### src/rtl/ps2_key_if.sv
// Decoded-key bus from the PS/2 keyboard decoder to the maze movement logic.
interface ps2_key_if;
  logic [7:0] key_code;
  logic       key_valid;
  logic [7:0] scan_byte;
  logic       scan_strobe;
  logic       frame_err;

  modport master (
    output key_code,
    output key_valid,
    output scan_byte,
    output scan_strobe,
    output frame_err
  );

  modport slave (
    input key_code,
    input key_valid,
    input scan_byte,
    input scan_strobe,
    input frame_err
  );
endinterface

### src/rtl/ps2_key_decoder.sv
// PS/2 keyboard receiver and scan-code set 2 make/break/E0 decoder.
// Define PS2_KEYPAD_ARROWS_EN to fold keypad 4/6/8/2 onto the arrow-key codes.
module ps2_key_decoder #(
  parameter int FILTER_LEN     = 8,
  parameter int TIMEOUT_CYCLES = 50_000
) (
  input  logic       clk,
  input  logic       reset_n,
  input  logic       ps2_clk,
  input  logic       ps2_data,
  ps2_key_if.master  key_bus
);

  localparam int FW = (FILTER_LEN > 1) ? $clog2(FILTER_LEN) : 1;
  localparam int TW = $clog2(TIMEOUT_CYCLES + 1);

  typedef enum logic [1:0] {
    ST_IDLE   = 2'd0,
    ST_DATA   = 2'd1,
    ST_PARITY = 2'd2,
    ST_STOP   = 2'd3
  } state_t;

  // Odd parity across the data byte and its parity bit.
  function automatic logic odd_parity_ok(input logic [7:0] d, input logic p);
    return ^{d, p};
  endfunction

  logic          clk_meta_r, clk_sync_r, data_meta_r, data_sync_r;
  logic          clk_filt_r;
  logic [FW-1:0] filt_cnt_r;
  logic          fall_s;
  state_t        state_r, state_nxt_s;
  logic [2:0]    bit_cnt_r;
  logic [7:0]    shift_r;
  logic          parity_r;
  logic [TW-1:0] tmo_cnt_r;
  logic          timeout_s, frame_good_s, frame_bad_s, load_bit_s, load_par_s, start_s;
  logic          ext_r, brk_r, ext_nxt_s, brk_nxt_s, kp_ext_s;
  logic [7:0]    key_code_r, key_nxt_s, k_s;
  logic          key_valid_r, valid_nxt_s;
  logic [7:0]    scan_byte_r;
  logic          scan_strobe_r, frame_err_r;

  // Two-flop synchronizers for both pins; idle bus level is high.
  always_ff @(posedge clk or negedge reset_n) begin
    if (!reset_n) begin
      clk_meta_r  <= 1'b1;
      clk_sync_r  <= 1'b1;
      data_meta_r <= 1'b1;
      data_sync_r <= 1'b1;
    end else begin
      clk_meta_r  <= ps2_clk;
      clk_sync_r  <= clk_meta_r;
      data_meta_r <= ps2_data;
      data_sync_r <= data_meta_r;
    end
  end

  // Glitch filter: the level flips on the FILTER_LEN-th consecutive differing sample.
  always_ff @(posedge clk or negedge reset_n) begin
    if (!reset_n) begin
      clk_filt_r <= 1'b1;
      filt_cnt_r <= '0;
    end else if (clk_sync_r != clk_filt_r) begin
      if (filt_cnt_r == FW'(FILTER_LEN - 1)) begin
        clk_filt_r <= clk_sync_r;
        filt_cnt_r <= '0;
      end else begin
        filt_cnt_r <= filt_cnt_r + 1'b1;
      end
    end else begin
      filt_cnt_r <= '0;
    end
  end

  assign fall_s    = clk_filt_r && !clk_sync_r && (filt_cnt_r == FW'(FILTER_LEN - 1));
  assign timeout_s = (state_r != ST_IDLE) && !fall_s && (tmo_cnt_r == TW'(TIMEOUT_CYCLES));

  // Frame FSM state register.
  always_ff @(posedge clk or negedge reset_n) begin
    if (!reset_n) begin
      state_r <= ST_IDLE;
    end else begin
      state_r <= state_nxt_s;
    end
  end

  // Frame FSM next state; only fall events or a timeout move it.
  always_comb begin
    state_nxt_s  = state_r;
    frame_good_s = 1'b0;
    frame_bad_s  = 1'b0;
    load_bit_s   = 1'b0;
    load_par_s   = 1'b0;
    start_s      = 1'b0;
    if (timeout_s) begin
      state_nxt_s = ST_IDLE;
      frame_bad_s = 1'b1;
    end else if (fall_s) begin
      case (state_r)
        ST_IDLE: begin
          if (!data_sync_r) begin
            state_nxt_s = ST_DATA;
            start_s     = 1'b1;
          end else begin
            state_nxt_s = ST_IDLE;
          end
        end
        ST_DATA: begin
          load_bit_s = 1'b1;
          if (bit_cnt_r == 3'd7) begin
            state_nxt_s = ST_PARITY;
          end else begin
            state_nxt_s = ST_DATA;
          end
        end
        ST_PARITY: begin
          load_par_s  = 1'b1;
          state_nxt_s = ST_STOP;
        end
        ST_STOP: begin
          if (data_sync_r && odd_parity_ok(shift_r, parity_r)) begin
            frame_good_s = 1'b1;
          end else begin
            frame_bad_s = 1'b1;
          end
          state_nxt_s = ST_IDLE;
        end
        default: begin
          state_nxt_s = ST_IDLE;
        end
      endcase
    end else begin
      state_nxt_s = state_r;
    end
  end

  // Shift register, bit counter, parity capture and inter-edge timeout counter.
  always_ff @(posedge clk or negedge reset_n) begin
    if (!reset_n) begin
      bit_cnt_r <= 3'd0;
      shift_r   <= 8'h00;
      parity_r  <= 1'b0;
      tmo_cnt_r <= '0;
    end else begin
      if (start_s) begin
        bit_cnt_r <= 3'd0;
      end else if (load_bit_s) begin
        bit_cnt_r <= bit_cnt_r + 3'd1;
        shift_r   <= {data_sync_r, shift_r[7:1]};
      end else if (load_par_s) begin
        parity_r <= data_sync_r;
      end
      if (state_r == ST_IDLE || fall_s) begin
        tmo_cnt_r <= '0;
      end else begin
        tmo_cnt_r <= tmo_cnt_r + 1'b1;
      end
    end
  end

  // Scan-code decode of the byte completed by this cycle's good stop bit.
  always_comb begin
    kp_ext_s    = ext_r;
`ifdef PS2_KEYPAD_ARROWS_EN
    case (shift_r)
      8'h6B, 8'h74, 8'h75, 8'h72: kp_ext_s = 1'b1;
      default:                    kp_ext_s = ext_r;
    endcase
`endif
    k_s         = {kp_ext_s, shift_r[6:0]};
    key_nxt_s   = key_code_r;
    valid_nxt_s = key_valid_r;
    ext_nxt_s   = ext_r;
    brk_nxt_s   = brk_r;
    if (timeout_s) begin
      ext_nxt_s = 1'b0;
      brk_nxt_s = 1'b0;
    end else if (frame_good_s) begin
      if (shift_r == 8'hE0) begin
        ext_nxt_s = 1'b1;
      end else if (shift_r == 8'hF0) begin
        brk_nxt_s = 1'b1;
      end else if (shift_r[7]) begin
        ext_nxt_s = 1'b0;
        brk_nxt_s = 1'b0;
      end else begin
        if (!brk_r) begin
          key_nxt_s   = k_s;
          valid_nxt_s = 1'b1;
        end else if (k_s == key_code_r) begin
          key_nxt_s   = 8'h00;
          valid_nxt_s = 1'b0;
        end else begin
          key_nxt_s   = key_code_r;
        end
        ext_nxt_s = 1'b0;
        brk_nxt_s = 1'b0;
      end
    end else begin
      key_nxt_s = key_code_r;
    end
  end

  // Registered outputs and prefix flags.
  always_ff @(posedge clk or negedge reset_n) begin
    if (!reset_n) begin
      ext_r         <= 1'b0;
      brk_r         <= 1'b0;
      key_code_r    <= 8'h00;
      key_valid_r   <= 1'b0;
      scan_byte_r   <= 8'h00;
      scan_strobe_r <= 1'b0;
      frame_err_r   <= 1'b0;
    end else begin
      ext_r         <= ext_nxt_s;
      brk_r         <= brk_nxt_s;
      key_code_r    <= key_nxt_s;
      key_valid_r   <= valid_nxt_s;
      scan_strobe_r <= frame_good_s;
      frame_err_r   <= frame_bad_s;
      if (frame_good_s) begin
        scan_byte_r <= shift_r;
      end else begin
        scan_byte_r <= scan_byte_r;
      end
    end
  end

  assign key_bus.key_code    = key_code_r;
  assign key_bus.key_valid   = key_valid_r;
  assign key_bus.scan_byte   = scan_byte_r;
  assign key_bus.scan_strobe = scan_strobe_r;
  assign key_bus.frame_err   = frame_err_r;

endmodule

### src/flat_wrapper.sv
// flat-port wrapper written by rule: the top's interface ports become plain ports
module ps2_key_decoder_flat 
#(
  parameter int FILTER_LEN     = 8,
  parameter int TIMEOUT_CYCLES = 50_000
)
  (clk, reset_n, ps2_clk, ps2_data, key_bus_key_code, key_bus_key_valid, key_bus_scan_byte, key_bus_scan_strobe, key_bus_frame_err);
  ps2_key_if key_bus_i ();
  input  logic clk;
  input  logic reset_n;
  input  logic ps2_clk;
  input  logic ps2_data;
  output wire logic [$bits(key_bus_i.key_code)-1:0] key_bus_key_code;
  output wire logic [$bits(key_bus_i.key_valid)-1:0] key_bus_key_valid;
  output wire logic [$bits(key_bus_i.scan_byte)-1:0] key_bus_scan_byte;
  output wire logic [$bits(key_bus_i.scan_strobe)-1:0] key_bus_scan_strobe;
  output wire logic [$bits(key_bus_i.frame_err)-1:0] key_bus_frame_err;
  assign key_bus_key_code = key_bus_i.key_code;
  assign key_bus_key_valid = key_bus_i.key_valid;
  assign key_bus_scan_byte = key_bus_i.scan_byte;
  assign key_bus_scan_strobe = key_bus_i.scan_strobe;
  assign key_bus_frame_err = key_bus_i.frame_err;
  ps2_key_decoder #(.FILTER_LEN(FILTER_LEN), .TIMEOUT_CYCLES(TIMEOUT_CYCLES)) u_core (.clk(clk), .reset_n(reset_n), .ps2_clk(ps2_clk), .ps2_data(ps2_data), .key_bus(key_bus_i));
endmodule
### config.mk
export PLATFORM = sky130hd
export DESIGN_NAME = ps2_key_decoder_flat
export DESIGN_NICKNAME = d
export VERILOG_FILES = /design/src/rtl/ps2_key_if.sv /design/src/rtl/ps2_key_decoder.sv /design/src/flat_wrapper.sv
export SDC_FILE = /design/constraint.sdc
export NUM_CORES = 1
export LEC_CHECK = 0
export ABC_AREA = 1
export ABC_CLOCK_PERIOD_IN_PS = 4200
export BUFFER_PORTS_ARGS = -buffer_cell sky130_fd_sc_hd__clkbuf_2
export CAP_MARGIN = 20
export CORE_MARGIN = 5
export CORE_UTILIZATION = 43
export CTS_CLUSTER_SIZE = 40
export DETAILED_ROUTE_END_ITERATION = 10
export HOLD_SLACK_MARGIN = 0.06
export SLEW_MARGIN = 10
export SYNTH_ARGS = -nofsm -noshare
export SYNTH_HDL_FRONTEND = slang
export SYNTH_SLANG_ARGS = --single-unit
### constraint.sdc
create_clock -name clk -period 4.2 [get_ports clk]
set_input_delay 0.63 -clock clk [delete_from_list [all_inputs] [get_ports clk]]
set_output_delay 0.63 -clock clk [all_outputs]
set_load 0.005 [all_outputs]
* Word level (Yosys, flattened, before mapping)
Index checks and enable logic that the tools add are counted.
** Word-level totals
- Bits in registers :: 59
- Output and inout bits :: 19
** Cells by class
- Equal/unequal tests :: 13
- Reduce and logical (&&, ||, !) cells :: 20
- Bitwise gates (word level) :: 6
- Add/sub/neg operators :: 3
- Muxes and demuxes :: 40
** Operators by type and width (number)
- 2-to-1 mux 1 bit :: 29
- adder 16 x 1 -> 16 bit (second input constant) :: 1
- == test 16 bit (second input constant) :: 1
- == test 8 bit (second input constant) :: 2
- 2-to-1 mux 16 bit :: 1
- 2-to-1 mux 8 bit :: 2
- 2-to-1 mux 3 bit :: 4
- XOR reduction 9 bit :: 1
- == test 8 bit :: 1
- one-hot mux 2 bit (4 select lines) :: 1
- AND reduction 2 bit :: 4
- nonzero test 2 bit :: 4
- adder 3 x 1 -> 3 bit (second input constant) :: 2
- == test 3 bit (second input constant) :: 2
- 2-to-1 mux 2 bit :: 3
- inverter 1 bit :: 6
- AND reduction 6 bit :: 1
- logical AND 1 bit :: 5
- == test 2 bit (second input constant) :: 2
- != test 3 x 1 -> 1 bit (second input constant) :: 1
- AND reduction 3 bit :: 1
- == test 2 x 1 -> 1 bit (second input constant) :: 1
- zero test 1 bit :: 2
- zero test 2 bit :: 1
- 4 further kinds :: 4

* Logic depth before layout (Yosys ltp)
- Depth after elaboration :: 9
- Mapped depth :: 13
- Depth with buffers taken out :: 13

* Worst setup path after synthesis
OpenSTA, ideal clock, no wires.
- Kind :: reg2reg
- From :: register u_core.filt_cnt_r[0]
- To :: register u_core.ext_r
- Arrival :: 1640 ps
- Cell stages (with the launch flop) :: 11
- Period minus slack after synthesis :: 1757 ps
- Required time :: 4083 ps
- Path slack :: 2443 ps
- Setup time :: 117 ps
- Path buffers :: 0
- Cell sequence :: dfrtp_1 > ha_1 > ha_1 > nand2_1 > o21ai_2 > inv_1 > nand3_1 > nand2_1 > nand2_1 > nand2_1 > nand2_1
** On the way
- Word-level cells in the longest chain between the ends :: 8
- Elaborated cells on any way between the ends :: 11
- Those cells by class :: 2 x eq/ne; 3 x mux; 6 x reduce/logical
** RTL lines
- start, declared :: line ps2_key_decoder.sv:31 : logic [FW-1:0] filt_cnt_r;
- start signal, assigned :: line ps2_key_decoder.sv:70 : filt_cnt_r <= filt_cnt_r + 1'b1;
- == test 3 bit * :: line ps2_key_decoder.sv:77 : assign fall_s = clk_filt_r && !clk_sync_r && (filt_cnt_r == FW'(FILTER_LEN - 1));
- logical AND 1 bit * :: line ps2_key_decoder.sv:77
- zero test 1 bit :: line ps2_key_decoder.sv:78 : assign timeout_s = (state_r != ST_IDLE) && !fall_s && (tmo_cnt_r == TW'(TIMEOUT_CYCLES));
- logical AND 1 bit (2 in a row) :: line ps2_key_decoder.sv:78
- 2-to-1 mux 1 bit :: line ps2_key_decoder.sv:97 : if (timeout_s) begin
- nonzero test 2 bit (no source line)
- AND reduction 2 bit (no source line)
- end signal, assigned :: line ps2_key_decoder.sv:217 : ext_r <= ext_nxt_s;
- end, declared :: line ps2_key_decoder.sv:39 : logic ext_r, brk_r, ext_nxt_s, brk_nxt_s, kp_ext_s;
Mark *: on every way between the ends. The rest lies on a longest branch, timed or not.
A chain may end at the register's enable or synchronous reset.

* Worst setup path in the final report
Same ends and word-level chain as after synthesis.

==> flow_summary.ini <==
[floorplan]
chipWidth_um = 92.2
floorplan.initialDensity_pct = 43.4
chipHeight_um = 92.2
core-area_um2 = 6680
row_count = 30
floorplan.io_pins = 23
die_area_um2 = 8490

[cells_and_area]
insertedDiodeCount = 0
layout.cell_area.non_filler_um2 = 3290
areaGrowthSynthToFinish_pct = 13.4
drive_above_1_share_pct = 15.8
final_net_count = 393

[logic_synthesis]
ys.flop_type = sky130_fd_sc_hd__dfrtp_1
synth_cells = 352
yosys.area.top_type = sky130_fd_sc_hd__dfrtp_1
syn-mean-instance-area_um2 = 8.25
asyncSetResetFlopFracSynth_pct = 100
synth-seq-area-share_pct = 51.1
yosysWarnings = 0
synth_enable_flop_cells = 0
synthMostInstantiatedCell = sky130_fd_sc_hd__nand2_1
post_synth_num_cell_types = 32
synth_top_area_share_pct = 46.6
ys_ff_latch = 59
number_of_nets_produced_by_synthesis = 363
synth_top_cells_by_area = sky130_fd_sc_hd__dfrtp_1 (47%), sky130_fd_sc_hd__nand2_1 (12%), sky130_fd_sc_hd__inv_1 (5.0%), sky130_fd_sc_hd__o21ai_0 (4.8%), sky130_fd_sc_hd__nor2_1 (4.7%)
synthesis.area_um2 = 2900
synth_common_cells = sky130_fd_sc_hd__nand2_1 (89), sky130_fd_sc_hd__dfrtp_1 (54), sky130_fd_sc_hd__inv_1 (39)

[drt]
number_of_iterations_in_the_first_detailed_routing_pass = 4
routed_wire_length_per_instance_um = 12.4
postRouteAntennaNets = 0
drt_wl_total_um = 5780
avgViaCountPerCell = 4.96
route.detailed.drc = 0
vias = 2317
drt_first_iter_violations = 94

[setup_path]
critPathLaunch = u_core.filt_cnt_r[0]
ff2ff_setup_slack_ns = 2.13
path_max_fanout = 10
crit_arrival_ns = 2.31
crit_path_buffers_inverters = 1
worst_path_max_delay_cell = sky130_fd_sc_hd__dfrtp_1
cp_top_family = simple AND/OR/NAND/NOR gates
worst_path_required_time_ns = 4.43
worst_setup_path_end_kind = flip-flop
critPathMaxStageDelay_ns = 0.38
ff2ff_path_depth = 10
start_kind = flip-flop
crit_type = reg2reg
critical-path-top-cell-by-count = sky130_fd_sc_hd__nand2_1
cp_cell_sequence = ha_1 -> ha_1 -> nand2_1 -> o21ai_2 -> inv_1 -> nand3_1 -> nand2_1 -> nand2_1 -> nand2_1 -> nand2_1
worstReg2RegEnd = u_core.ext_r
timing.rr.start = u_core.filt_cnt_r[0]

[cts]
worst_skew_pair.late_latency_ns = 0.34
cts_resized = 0
clkSinkCount = 59
cts-root-buf = sky130_fd_sc_hd__clkbuf_8
number_of_setup_buffers_added_after_cts = 0
cts_buf_count = 9
tritoncts = done
clk_pin_slew_ns = 0.07
holdBufCountCts = 0
clk_path_buf_depth = 2
cts-htree-levels = 3

[global_route]
grt_pass1_vias = 2267
overflow = 0
grt_antenna_before_repair = 0
grt_max_degree = 28
grt_first_pass_wirelength_um = 10100
track_usage_pct = 15.1

[power_and_ir_drop]
total_leakage_power_nw = 1.60
power_per_standard_cell_area_nw_per_um2 = 355
post-layout-total-power_w = 0.00117
ir_worst_vdd_v = 0.000186

[timing]
post-route-period-util_pct = 49.4
fin_crit_ns = 2.07
grt_setup_unrepaired = false
setup-violations-final = 0
final.setup_skew_ns = 0.00747
worst_slew_margin_rel_pct = 54.1
fin_tns_setup_ns = 0
hold_violations = 0
worstMarginPinSlew_ns = 0.688
count_of_final_max_slew_check_failures = 0
fmaxAchievable_ghz = 0.482
whs_ns = 0.319

[placed_design]
port-buffer-count = 22
dp_hpwl_um = 4240
place_congestion = 0.836
place_area_um2 = 3090

[run_status]
run_status = finished clean

[job]
drv_cap = 0

[worst_hold_path]
holdCritPathClass = in2async
[cells in the final DEF (no fill, tap or decap), types with 7 or more instances in the layout]
| cell | instances |
|---|---|
| sky130_fd_sc_hd__a21oi_1 | 9 |
| sky130_fd_sc_hd__clkbuf_2 | 22 |
| sky130_fd_sc_hd__clkbuf_8 | 10 |
| sky130_fd_sc_hd__dfrtp_1 | 54 |
| sky130_fd_sc_hd__ha_1 | 7 |
| sky130_fd_sc_hd__inv_1 | 39 |
| sky130_fd_sc_hd__nand2_1 | 89 |
| sky130_fd_sc_hd__nand3_1 | 25 |
| sky130_fd_sc_hd__nand4_1 | 7 |
| sky130_fd_sc_hd__nor2_1 | 36 |
| sky130_fd_sc_hd__nor3_1 | 9 |
| sky130_fd_sc_hd__o21ai_0 | 28 |
[through the flow]
step	worst slack [ns]	utilization [%]	instances
floorplan	2.44	-	352
detailed placement	2.05	46.2	450
global placement	2.15	46.2	450
global route	1.90	49.3	467
CTS	2.03	49.1	466
finish	2.13	49.3	467
[per-layer routing]
metal | share of wire [%] | wire (um) | up-vias | global-route usage (%)
met5 | 0 | 0 | - | 0
met4 | 3.1 | 179 | 0 | 9.03
met3 | 3.6 | 208 | 16 | 2.87
met2 | 46 | 2680 | 44 | 24.6
met1 | 47 | 2720 | 1065 | 18.5
li1 | - | - | 1192 | -
[cells by family (layout without fill, tap and decap cells)]
group | after synthesis | after routing | share of synthesized area [%]
XOR/XNOR | 8 | 8 | 2.41
adder cells (fa/ha/maj) | 7 | 7 | 3.02
AND/OR/NAND/NOR | 185 | 185 | 28.5
flip-flops | 59 | 59 | 51.1
AO/OA/AOI/OAI | 43 | 43 | 7.89
buffers and inverters | 50 | 85 | 7.07
[state kept, by name, indices dropped and copies added (netlist names), 2 cells and up]
register                  count
u_core.state_r                2
u_core.filt_cnt_r             3
u_core.key_bus.key_code       8
u_core.tmo_cnt_r             16
u_core.shift_r                8
u_core.bit_cnt_r              3
u_core.key_bus.scan_byte      8
[power breakdown]
part           total [W]  switching [W]  internal, W
Sequential      0.000599     0.00000850     0.000591
Clock           0.000511       0.000224     0.000287
Combinational  0.0000569      0.0000372    0.0000197
Total            0.00117       0.000270     0.000897
[how the worst max path moves through the flow]
stage          slack (ns)                    endpoint  cells after the start
2_1_floorplan        2.44                u_core.ext_r                     10
3_3_place_gp         2.15           u_core.shift_r[4]                      5
3_5_place_dp         2.05           u_core.shift_r[1]                      5
4_1_cts              2.03           u_core.state_r[1]                      6
5_1_grt              1.90  u_core.key_bus.key_code[1]                      9
6_report             2.13                u_core.ext_r                     10
[cell type report]
type                            count  area (um^2)
Clock buffer                       11          141
Clock inverter                      5         52.6
Fill cell                         663         3390
Inverter                           44          166
Multi-Input combinational cell    243         1210
Sequential cell                    59         1480
Tap cell                           80          100
Timing Repair Buffer               25          133
Power figures use the tool's default switching activity.
